`src/rtl/tug_of_war_field_if.sv`:
```
// Player-facing signal bundle for the tug-of-war playfield.
// The master side drives the key levels and restart; the slave side (the field) drives the displays.
interface tug_of_war_field_if #(
  parameter int NUM_LIGHTS = 9,
  parameter int SCORE_W    = 3
);
  logic                  L;
  logic                  R;
  logic                  restart;
  logic [NUM_LIGHTS-1:0] lights;
  logic                  win_left;
  logic                  win_right;
  logic [SCORE_W-1:0]    left_score;
  logic [SCORE_W-1:0]    right_score;
  logic                  match_over;

  modport master (
    output L, R, restart,
    input  lights, win_left, win_right, left_score, right_score, match_over
  );

  modport slave (
    input  L, R, restart,
    output lights, win_left, win_right, left_score, right_score, match_over
  );
endinterface

```
`src/rtl/tug_of_war_field.sv`:
```
// Tug-of-war playfield: a single position register drives a one-hot LED bar.
// It detects key rising edges, round wins and per-player scores, and declares the match winner.
module tug_of_war_field #(
  parameter int NUM_LIGHTS   = 9,
  parameter int SCORE_W      = 3,
  parameter int MATCH_POINTS = 3,
  parameter int HOLD_CYCLES  = 4
) (
  input  logic              clk,
  input  logic              rst_n,
  tug_of_war_field_if.slave bus
);
  localparam int C     = (NUM_LIGHTS - 1) / 2;
  localparam int POS_W = $clog2(NUM_LIGHTS);
  localparam int CNT_W = (HOLD_CYCLES > 1) ? $clog2(HOLD_CYCLES) : 1;

  typedef enum logic [1:0] {PLAY, HOLD, OVER} state_t;

  state_t             state;
  logic [POS_W-1:0]   pos;
  logic [CNT_W-1:0]   cnt;
  logic               l_prev, r_prev;
  logic               press_l, press_r;
  logic [SCORE_W-1:0] l_sc, r_sc, l_sc_inc, r_sc_inc;
  logic               win_l, win_r, over;

  // The previous-key registers reset to 1, so a key held through reset is not seen as a press.
  assign press_l  = bus.L & ~l_prev;
  assign press_r  = bus.R & ~r_prev;
  assign l_sc_inc = l_sc + 1'b1;
  assign r_sc_inc = r_sc + 1'b1;

  // Main game FSM. Restart has the same effect as reset and takes priority over presses.
  always_ff @(posedge clk or negedge rst_n) begin
    if (!rst_n) begin
      state  <= PLAY;
      pos    <= POS_W'(C);
      cnt    <= '0;
      l_prev <= 1'b1;
      r_prev <= 1'b1;
      l_sc   <= '0;
      r_sc   <= '0;
      win_l  <= 1'b0;
      win_r  <= 1'b0;
      over   <= 1'b0;
    end else begin
      l_prev <= bus.L;
      r_prev <= bus.R;
      if (bus.restart) begin
        state  <= PLAY;
        pos    <= POS_W'(C);
        cnt    <= '0;
        l_prev <= 1'b1;
        r_prev <= 1'b1;
        l_sc   <= '0;
        r_sc   <= '0;
        win_l  <= 1'b0;
        win_r  <= 1'b0;
        over   <= 1'b0;
      end else begin
        case (state)
          PLAY: begin
            if (press_l && !press_r) begin
              if (pos == POS_W'(NUM_LIGHTS - 1)) begin
                l_sc  <= l_sc_inc;
                win_l <= 1'b1;
                cnt   <= '0;
                if (l_sc_inc == SCORE_W'(MATCH_POINTS)) begin
                  state <= OVER;
                  over  <= 1'b1;
                end else begin
                  state <= HOLD;
                end
              end else begin
                pos <= pos + 1'b1;
              end
            end else if (press_r && !press_l) begin
              if (pos == '0) begin
                r_sc  <= r_sc_inc;
                win_r <= 1'b1;
                cnt   <= '0;
                if (r_sc_inc == SCORE_W'(MATCH_POINTS)) begin
                  state <= OVER;
                  over  <= 1'b1;
                end else begin
                  state <= HOLD;
                end
              end else begin
                pos <= pos - 1'b1;
              end
            end
          end
          // Win flag stays up for exactly HOLD_CYCLES cycles, then the light re-centres.
          HOLD: begin
            if (cnt == CNT_W'(HOLD_CYCLES - 1)) begin
              state <= PLAY;
              pos   <= POS_W'(C);
              cnt   <= '0;
              win_l <= 1'b0;
              win_r <= 1'b0;
            end else begin
              cnt <= cnt + 1'b1;
            end
          end
          OVER:    ;
          default: state <= PLAY;
        endcase
      end
    end
  end

  // Lights are decoded from registers only; dark whenever a round is not in play.
  assign bus.lights      = (state == PLAY) ? (NUM_LIGHTS'(1) << pos) : '0;
  assign bus.win_left    = win_l;
  assign bus.win_right   = win_r;
  assign bus.left_score  = l_sc;
  assign bus.right_score = r_sc;
  assign bus.match_over  = over;
endmodule

```
`src/flat_wrapper.sv`:
```
// flat-port wrapper written by rule: the top's interface ports become plain ports
module tug_of_war_field_flat 
#(
  parameter int NUM_LIGHTS   = 9,
  parameter int SCORE_W      = 3,
  parameter int MATCH_POINTS = 3,
  parameter int HOLD_CYCLES  = 4
)
  (clk, rst_n, bus_L, bus_R, bus_restart, bus_lights, bus_win_left, bus_win_right, bus_left_score, bus_right_score, bus_match_over);
  tug_of_war_field_if #(.NUM_LIGHTS(NUM_LIGHTS), .SCORE_W(SCORE_W)) bus_i ();
  input  logic clk;
  input  logic rst_n;
  input wire logic [$bits(bus_i.L)-1:0] bus_L;
  input wire logic [$bits(bus_i.R)-1:0] bus_R;
  input wire logic [$bits(bus_i.restart)-1:0] bus_restart;
  output wire logic [$bits(bus_i.lights)-1:0] bus_lights;
  output wire logic [$bits(bus_i.win_left)-1:0] bus_win_left;
  output wire logic [$bits(bus_i.win_right)-1:0] bus_win_right;
  output wire logic [$bits(bus_i.left_score)-1:0] bus_left_score;
  output wire logic [$bits(bus_i.right_score)-1:0] bus_right_score;
  output wire logic [$bits(bus_i.match_over)-1:0] bus_match_over;
  assign bus_i.L = bus_L;
  assign bus_i.R = bus_R;
  assign bus_i.restart = bus_restart;
  assign bus_lights = bus_i.lights;
  assign bus_win_left = bus_i.win_left;
  assign bus_win_right = bus_i.win_right;
  assign bus_left_score = bus_i.left_score;
  assign bus_right_score = bus_i.right_score;
  assign bus_match_over = bus_i.match_over;
  tug_of_war_field #(.NUM_LIGHTS(NUM_LIGHTS), .SCORE_W(SCORE_W), .MATCH_POINTS(MATCH_POINTS), .HOLD_CYCLES(HOLD_CYCLES)) u_core (.clk(clk), .rst_n(rst_n), .bus(bus_i));
endmodule
```
`config.mk`:
```
export PLATFORM = sky130hd
export DESIGN_NAME = tug_of_war_field_flat
export DESIGN_NICKNAME = d
export VERILOG_FILES = /design/src/rtl/tug_of_war_field_if.sv /design/src/rtl/tug_of_war_field.sv /design/src/flat_wrapper.sv
export SDC_FILE = /design/constraint.sdc
export NUM_CORES = 1
export LEC_CHECK = 0
export BUFFER_PORTS_ARGS = -buffer_cell sky130_fd_sc_hd__buf_2
export CORE_ASPECT_RATIO = 0.7
export CORE_MARGIN = 2
export CORE_UTILIZATION = 32
export DETAILED_ROUTE_END_ITERATION = 10
export SYNTH_ARGS = -nofsm -noshare
export SYNTH_HDL_FRONTEND = slang
export SYNTH_SLANG_ARGS = --single-unit
```
`constraint.sdc`:
```
create_clock -name clk -period 2.9 [get_ports clk]
set_clock_uncertainty 0.1 [all_clocks]
set_input_delay 0.58 -clock clk [delete_from_list [all_inputs] [get_ports clk]]
set_output_delay 0.58 -clock clk [all_outputs]
set_load 0.1 [all_outputs]
```
==> flow_metrics.env, run 1 <==
export IMPL_synthesis_area_mm2=0.00136
export IMPL_critical_path_max_stage_delay_ns=0.51
export IMPL_final_common_cell="sky130_fd_sc_hd__buf_2"
export IMPL_seq_area_frac_synth_pct=35.3
export IMPL_clock_insertion_delay_worst_skew_ns=0.26
export IMPL_detail_route_iter0_violations=35
export IMPL_leakage_nw=0.727
export IMPL_power_frac_comb_pct=33.2
export IMPL_crit_required_ns=2.22
export IMPL_average_size_of_a_mapped_cell_um2=8.82
export IMPL_p_sw_w=0.000301
export IMPL_hold_class="in -> async"
export IMPL_number_of_standard_cells_after_synthesis=154
export IMPL_setup_violations_final=0
export IMPL_port_buffers=22
export IMPL_grt_total_usage_pct=14.1
export IMPL_slew_limit_headroom_pct=65.9
export IMPL_power_switching_fraction_pct=39.7
export IMPL_critPathMaxFanout=11
export IMPL_slowest_stage="sky130_fd_sc_hd__dfrtp_1"
export IMPL_finish_instance_area_mm2=0.00157
export IMPL_cts_path_max_buffers=2
export IMPL_synth_top_area_share_pct=29.5
export IMPL_p_int_w=0.000456
export IMPL_area_growth_syn_to_layout_pct=15.7
export IMPL_synth_warnings=0
export IMPL_status="completed"
export IMPL_worst_setup_path_start_kind="register"
export IMPL_ctsRootBufferMaster="sky130_fd_sc_hd__clkbuf_8"
export IMPL_routed_wirelength_mm=2.98
export IMPL_async_reset_ff_share_pct=100
export IMPL_layout_area_seq_um2=479
export IMPL_finalNonFillerCells=228
export IMPL_numClockSinks=19
export IMPL_fin_hold_ws_ns=0.154
export IMPL_power_frac_seq_pct=41.8
export IMPL_hold_violations=0
export IMPL_path_cells="nor3_2 > nand2_1 > nor3_2 > buf_2"
export IMPL_clk_pin_slew_worst_paths_ns=0.07
export IMPL_synth_edff_count=0
export IMPL_power_per_cell_area_mw_per_mm2=481
export IMPL_dp_hpwl_mm=2.29
export IMPL_rsz0062_at_grt="false"
export IMPL_worstPathArrival_ns=1.84
export IMPL_layout_drive_gt1_share_pct=23.9
export IMPL_crit_buf_inv=1
export IMPL_crit_type="reg -> out"
export IMPL_maximum_number_of_pins_on_one_net_before_global_route_repair=23
export IMPL_number_of_global_route_vias_before_repair=1083
export IMPL_die_area_mm2=0.00479
export IMPL_diodes=0
export IMPL_layout_cells_most_common_list="22 x sky130_fd_sc_hd__buf_2, 17 x sky130_fd_sc_hd__nor2_1, 16 x sky130_fd_sc_hd__dfrtp_1"
export IMPL_post_synth_cell_types=44
export IMPL_firstDrtPassIters=4
export IMPL_postSynthNetCount=169
export IMPL_cts_htree_levels=1
export IMPL_die_h_um=58.5
export IMPL_placeableCoreArea_mm2=0.00399
export IMPL_cts_post_setup_buffers_inserted=0
export IMPL_maxCapViolCount=0
export IMPL_route_detailed_vias_per_inst=4.99
export IMPL_tns_ns=0
export IMPL_n_fill_cell=410
export IMPL_top_cell_by_count_worst_path="sky130_fd_sc_hd__nor3_2"
export IMPL_synth_flop_type="sky130_fd_sc_hd__dfrtp_1"
export IMPL_max_freq_mhz=397
export IMPL_num_nets_final=192
export IMPL_avgRoutedWirePerCell_um=13.1
export IMPL_crit_family="simple AND/OR/NAND/NOR gates"
export IMPL_vdd_ir_drop_worst_uv=365
export IMPL_grt_remaining_overflow=0
export IMPL_yosys_register_bits=19
export IMPL_clock_power_share_pct=25.0
export IMPL_start_util_pct=34.0
export IMPL_final_core_util_pct=39.3
export IMPL_die_w_um=81.9
export IMPL_timing_final_max_slew_violations=0
export IMPL_netlist_top_cell_by_area="sky130_fd_sc_hd__dfrtp_1"
export IMPL_cts_made_buffers=3
export IMPL_end_kind="primary output"
export IMPL_number_of_vias_after_detailed_routing=1138
export IMPL_cts_repair_resize_count=0
export IMPL_postPlaceCellArea_mm2=0.00153
export IMPL_num_ports=23
export IMPL_route_antenna_remaining_nets=0
export IMPL_cts_hold_fix_buffers=0
export IMPL_route_detailed_drc=0
export IMPL_worstMarginPinSlew_ns=0.512
export IMPL_final_min_period_over_clock_period_pct=86.9
export IMPL_routabilityCongestion=0.839
export IMPL_grt_first_pass_wirelength_mm=5.25
export IMPL_cts_tree="yes"
export IMPL_synth_area_top_cells="sky130_fd_sc_hd__dfrtp_1 29%, sky130_fd_sc_hd__ha_1 9.2%, sky130_fd_sc_hd__dfstp_2 5.8%, sky130_fd_sc_hd__nor2_1 4.7%, sky130_fd_sc_hd__a21oi_1 3.7%"
export IMPL_fin_crit_ns=2.52
export IMPL_post_place_cells=224
export IMPL_core_rows=19
export IMPL_antenna_found_initial=0
export IMPL_multi_input_area_um2=808
area by class of cell:
class / count / area share, %
timing repair buffer: 25 / 8.44
multi-input combinational: 117 / 51.4
tap: 52 / 4.14
inverter: 11 / 2.63
sequential: 19 / 30.5
clock buffer: 4 / 2.87
path summary, 6_finish.rpt:
path,slack (ns),startpoint,cells after the start,to
setup / recovery,0.38,u_core.state[0],4,bus_lights[0]
hold / removal,0.15,rst_n,1,u_core.bus.left_score[1]
setup reg to reg,0.54,u_core.l_prev,8,u_core.pos[3]
hold reg to reg,0.41,u_core.bus.match_over,2,u_core.bus.match_over
max in group asynchronous,2.22,rst_n,1,u_core.l_prev
min in group clk,0.41,u_core.bus.match_over,2,u_core.bus.match_over
worst reg2reg max path, stage by stage, from the launching register on:
cell and delay [ns]:
sky130_fd_sc_hd__dfstp_2 0.51, sky130_fd_sc_hd__nand2b_1 0.12, sky130_fd_sc_hd__inv_1 0.06, sky130_fd_sc_hd__ha_1 0.22, sky130_fd_sc_hd__inv_2 0.06, sky130_fd_sc_hd__ha_1 0.27, sky130_fd_sc_hd__and4_4 0.22, sky130_fd_sc_hd__o41a_1 0.43
sky130_fd_sc_hd__a211o_1 0.27
layer usage:
metal  track usage [%]  share of wire, %  vias up
met5                 0                 0        -
met4             0.714                 0        0
met2              20.4                39       37
met3              3.99               6.8        0
met1              21.9                54      523
li1                  -                 -      578
kinds of logic after synthesis:
group / count (synthesis) / synth area share (%)
simple gates: 68 / 26.6
compound gates: 30 / 16.6
flops: 19 / 35.3
buf+inv: 18 / 5.98
fa+ha+maj: 10 / 9.21
xor+xnor: 9 / 6.35
flip-flops by register name, indices dropped and copies added (netlist names):
name and count:
u_core.bus.right_score 3, u_core.l_prev 1, u_core.bus.win_left 1, u_core.r_prev 1
u_core.state 2, u_core.cnt 2, u_core.pos 4, u_core.bus.left_score 3
u_core.bus.win_right 1, u_core.bus.match_over 1
Yosys cell counts, drive strengths merged, types with 5 or more instances:
master  instances
a21oi          10
buf             6
dfrtp          16
ha             10
inv            11
nand2          10
nand2b          5
nor2           17
nor3            9
xor2            5
power groups by stage:
stage / Clock (W) / Sequential, W / Combinational [W]
finish: 0.000189 / 0.000316 / 0.000251
floorplan: 0 / 0.000306 / 0.000217
detailed placement: 0 / 0.000321 / 0.000250
global placement: 0 / 0.000320 / 0.000250
CTS: 0.000195 / 0.000315 / 0.000251
global route: 0.000206 / 0.000320 / 0.000276
metrics by stage:
| step | setup WS (ns) | power (W) |
|---|---|---|
| CTS | 0.379 | 0.000762 |
| global route | 0.260 | 0.000802 |
| floorplan | 0.0613 | 0.000523 |
| global placement | 0.438 | 0.000570 |
| detailed placement | 0.391 | 0.000571 |
| finish | 0.381 | 0.000756 |
Note: power is estimated with default switching activity, not from simulation.
==> run 2: changes to the inputs <==
--- a/config.mk
+++ b/config.mk
@@ -10,6 +10,7 @@
 export CORE_MARGIN = 2
 export CORE_UTILIZATION = 32
 export DETAILED_ROUTE_END_ITERATION = 10
+export MAX_ROUTING_LAYER = met4
 export SYNTH_ARGS = -nofsm -noshare
 export SYNTH_HDL_FRONTEND = slang
 export SYNTH_SLANG_ARGS = --single-unit
==> run 2 against run 1 <==
Compared with the run above:
- maximum frequency about the same
- core utilization unchanged
- cell count unchanged
- sequential share of layout area unchanged
- critical path type unchanged
==> flow_metrics.env, run 2 (same netlist as run 1, synthesis figures left out) <==
export IMPL_route_antenna_remaining_nets=0
export IMPL_reg2regPathDepth=8
export IMPL_rsz0062_at_grt="false"
export IMPL_fin_crit_ns=2.52
export IMPL_end_kind="primary output"
export IMPL_vdd_ir_drop_worst_uv=365
export IMPL_timing_rr_start="u_core.l_prev"
export IMPL_startpoint="u_core.state[0]"
export IMPL_detail_route_iter0_violations=32
export IMPL_number_of_vias_after_detailed_routing=1142
export IMPL_post_place_cells=224
export IMPL_avgRoutedWirePerCell_um=13.0
export IMPL_hold_class="in -> async"
export IMPL_n_fill_cell=410
export IMPL_grt_first_pass_wirelength_mm=5.24
export IMPL_clock_insertion_delay_worst_skew_ns=0.26
export IMPL_leakage_nw=0.727
export IMPL_routabilityCongestion=0.852
export IMPL_maxCapViolCount=0
export IMPL_dp_hpwl_mm=2.29
export IMPL_cts_htree_levels=1
export IMPL_num_ports=23
export IMPL_cts_made_buffers=3
export IMPL_die_area_mm2=0.00479
export IMPL_multi_input_area_um2=808
export IMPL_die_w_um=81.9
export IMPL_power_frac_seq_pct=41.8
export IMPL_finalNonFillerCells=228
export IMPL_start_util_pct=34.0
export IMPL_ctsRootBufferMaster="sky130_fd_sc_hd__clkbuf_8"
export IMPL_status="completed"
export IMPL_r2r_setup_slack_ns=0.54
export IMPL_p_int_w=0.000456
export IMPL_crit_required_ns=2.22
export IMPL_number_of_global_route_vias_before_repair=1083
export IMPL_grt_remaining_overflow=0
export IMPL_crit_type="reg -> out"
export IMPL_final_common_cell="sky130_fd_sc_hd__buf_2"
export IMPL_clk_pin_slew_worst_paths_ns=0.07
export IMPL_power_frac_comb_pct=33.1
export IMPL_worstPathArrival_ns=1.84
export IMPL_timing_final_max_slew_violations=0
export IMPL_die_h_um=58.5
export IMPL_grt_total_usage_pct=14.5
export IMPL_route_detailed_vias_per_inst=5.01
export IMPL_layout_cells_most_common_list="22 x sky130_fd_sc_hd__buf_2, 17 x sky130_fd_sc_hd__nor2_1, 16 x sky130_fd_sc_hd__dfrtp_1"
export IMPL_postPlaceCellArea_mm2=0.00153
export IMPL_antenna_found_initial=0
export IMPL_firstDrtPassIters=4
export IMPL_p_sw_w=0.000300
export IMPL_area_growth_syn_to_layout_pct=15.7
export IMPL_diodes=0
export IMPL_finish_instance_area_mm2=0.00157
export IMPL_final_min_period_over_clock_period_pct=86.8
export IMPL_numClockSinks=19
export IMPL_setup_violations_final=0
export IMPL_max_ffs_per_register=4
export IMPL_placeableCoreArea_mm2=0.00399
export IMPL_regMostFlops="u_core.pos"
export IMPL_cts_hold_fix_buffers=0
export IMPL_tns_ns=0
export IMPL_cts_repair_resize_count=0
export IMPL_critPathMaxFanout=11
export IMPL_worstMarginPinSlew_ns=0.501
export IMPL_power_switching_fraction_pct=39.7
export IMPL_clock_power_share_pct=25.1
export IMPL_max_freq_mhz=397
export IMPL_layout_drive_gt1_share_pct=23.9
export IMPL_worst_setup_path_start_kind="register"
export IMPL_timing_rr_end="u_core.pos[3]"
export IMPL_cts_path_max_buffers=2
export IMPL_power_per_cell_area_mw_per_mm2=481
export IMPL_layout_area_seq_um2=479
export IMPL_routed_wirelength_mm=2.96
export IMPL_port_buffers=22
export IMPL_maximum_number_of_pins_on_one_net_before_global_route_repair=23
export IMPL_cts_tree="yes"
export IMPL_cts_post_setup_buffers_inserted=0
export IMPL_slew_limit_headroom_pct=66.6
export IMPL_route_detailed_drc=0
export IMPL_core_rows=19
export IMPL_num_nets_final=192
export IMPL_hold_violations=0
run 2: cell counts in the layout (fill, tap and decap cells not counted):
No cell type changed its count.
run 2: area by class of cell:
type / instances / share of cell area, %
Multi-Input combinational cell: 117 / 51.4
Sequential cell: 19 / 30.5
Timing Repair Buffer: 25 / 8.44
Tap cell: 52 / 4.14
Clock buffer: 4 / 2.87
Inverter: 11 / 2.63
run 2: per-layer routing:
layer	track usage, %	share of wire (%)	vias up
met5	-	0	-
met4	0.714	0.20	0
met3	3.68	6.2	2
met2	20.4	39	31
met1	22.1	54	532
li1	-	-	577
run 2: metrics by stage:
| step | setup slack (ns) | power [W] | utilization (%) | hold WS (ns) |
|---|---|---|---|---|
| floorplan | 0.0613 | 0.000523 | - | 0.184 |
| global placement | 0.438 | 0.000570 | 38.2 | 0.403 |
| detailed placement | 0.391 | 0.000571 | 38.2 | 0.406 |
| CTS | 0.379 | 0.000762 | 39.3 | 0.171 |
| global route | 0.260 | 0.000802 | 39.3 | 0.187 |
| finish | 0.383 | 0.000756 | 39.3 | 0.152 |
run 2: worst max path at each step:
stage                    endpoint  slack (ns)  cells past startpoint
floorplan           bus_lights[5]        0.06                      4
global placement    u_core.pos[3]        0.44                      9
detailed placement  u_core.pos[3]        0.39                      9
CTS                 bus_lights[0]        0.38                      4
global route        bus_lights[0]        0.26                      4
finish              bus_lights[0]        0.38                      4
run 2: power groups by stage:
stage	registers (W)	clock network, W	logic, W
after floorplan	0.000306	0	0.000217
after global placement	0.000320	0	0.000250
after detailed placement	0.000321	0	0.000250
after CTS	0.000315	0.000195	0.000251
after global routing	0.000320	0.000206	0.000276
final	0.000316	0.000189	0.000251
run 2: critical path: stages, from the launching register on:
cell,delay (ns)
sky130_fd_sc_hd__dfrtp_1,0.51
sky130_fd_sc_hd__nor3_2,0.32
sky130_fd_sc_hd__nand2_1,0.18
sky130_fd_sc_hd__nor3_2,0.12
sky130_fd_sc_hd__buf_2,0.44
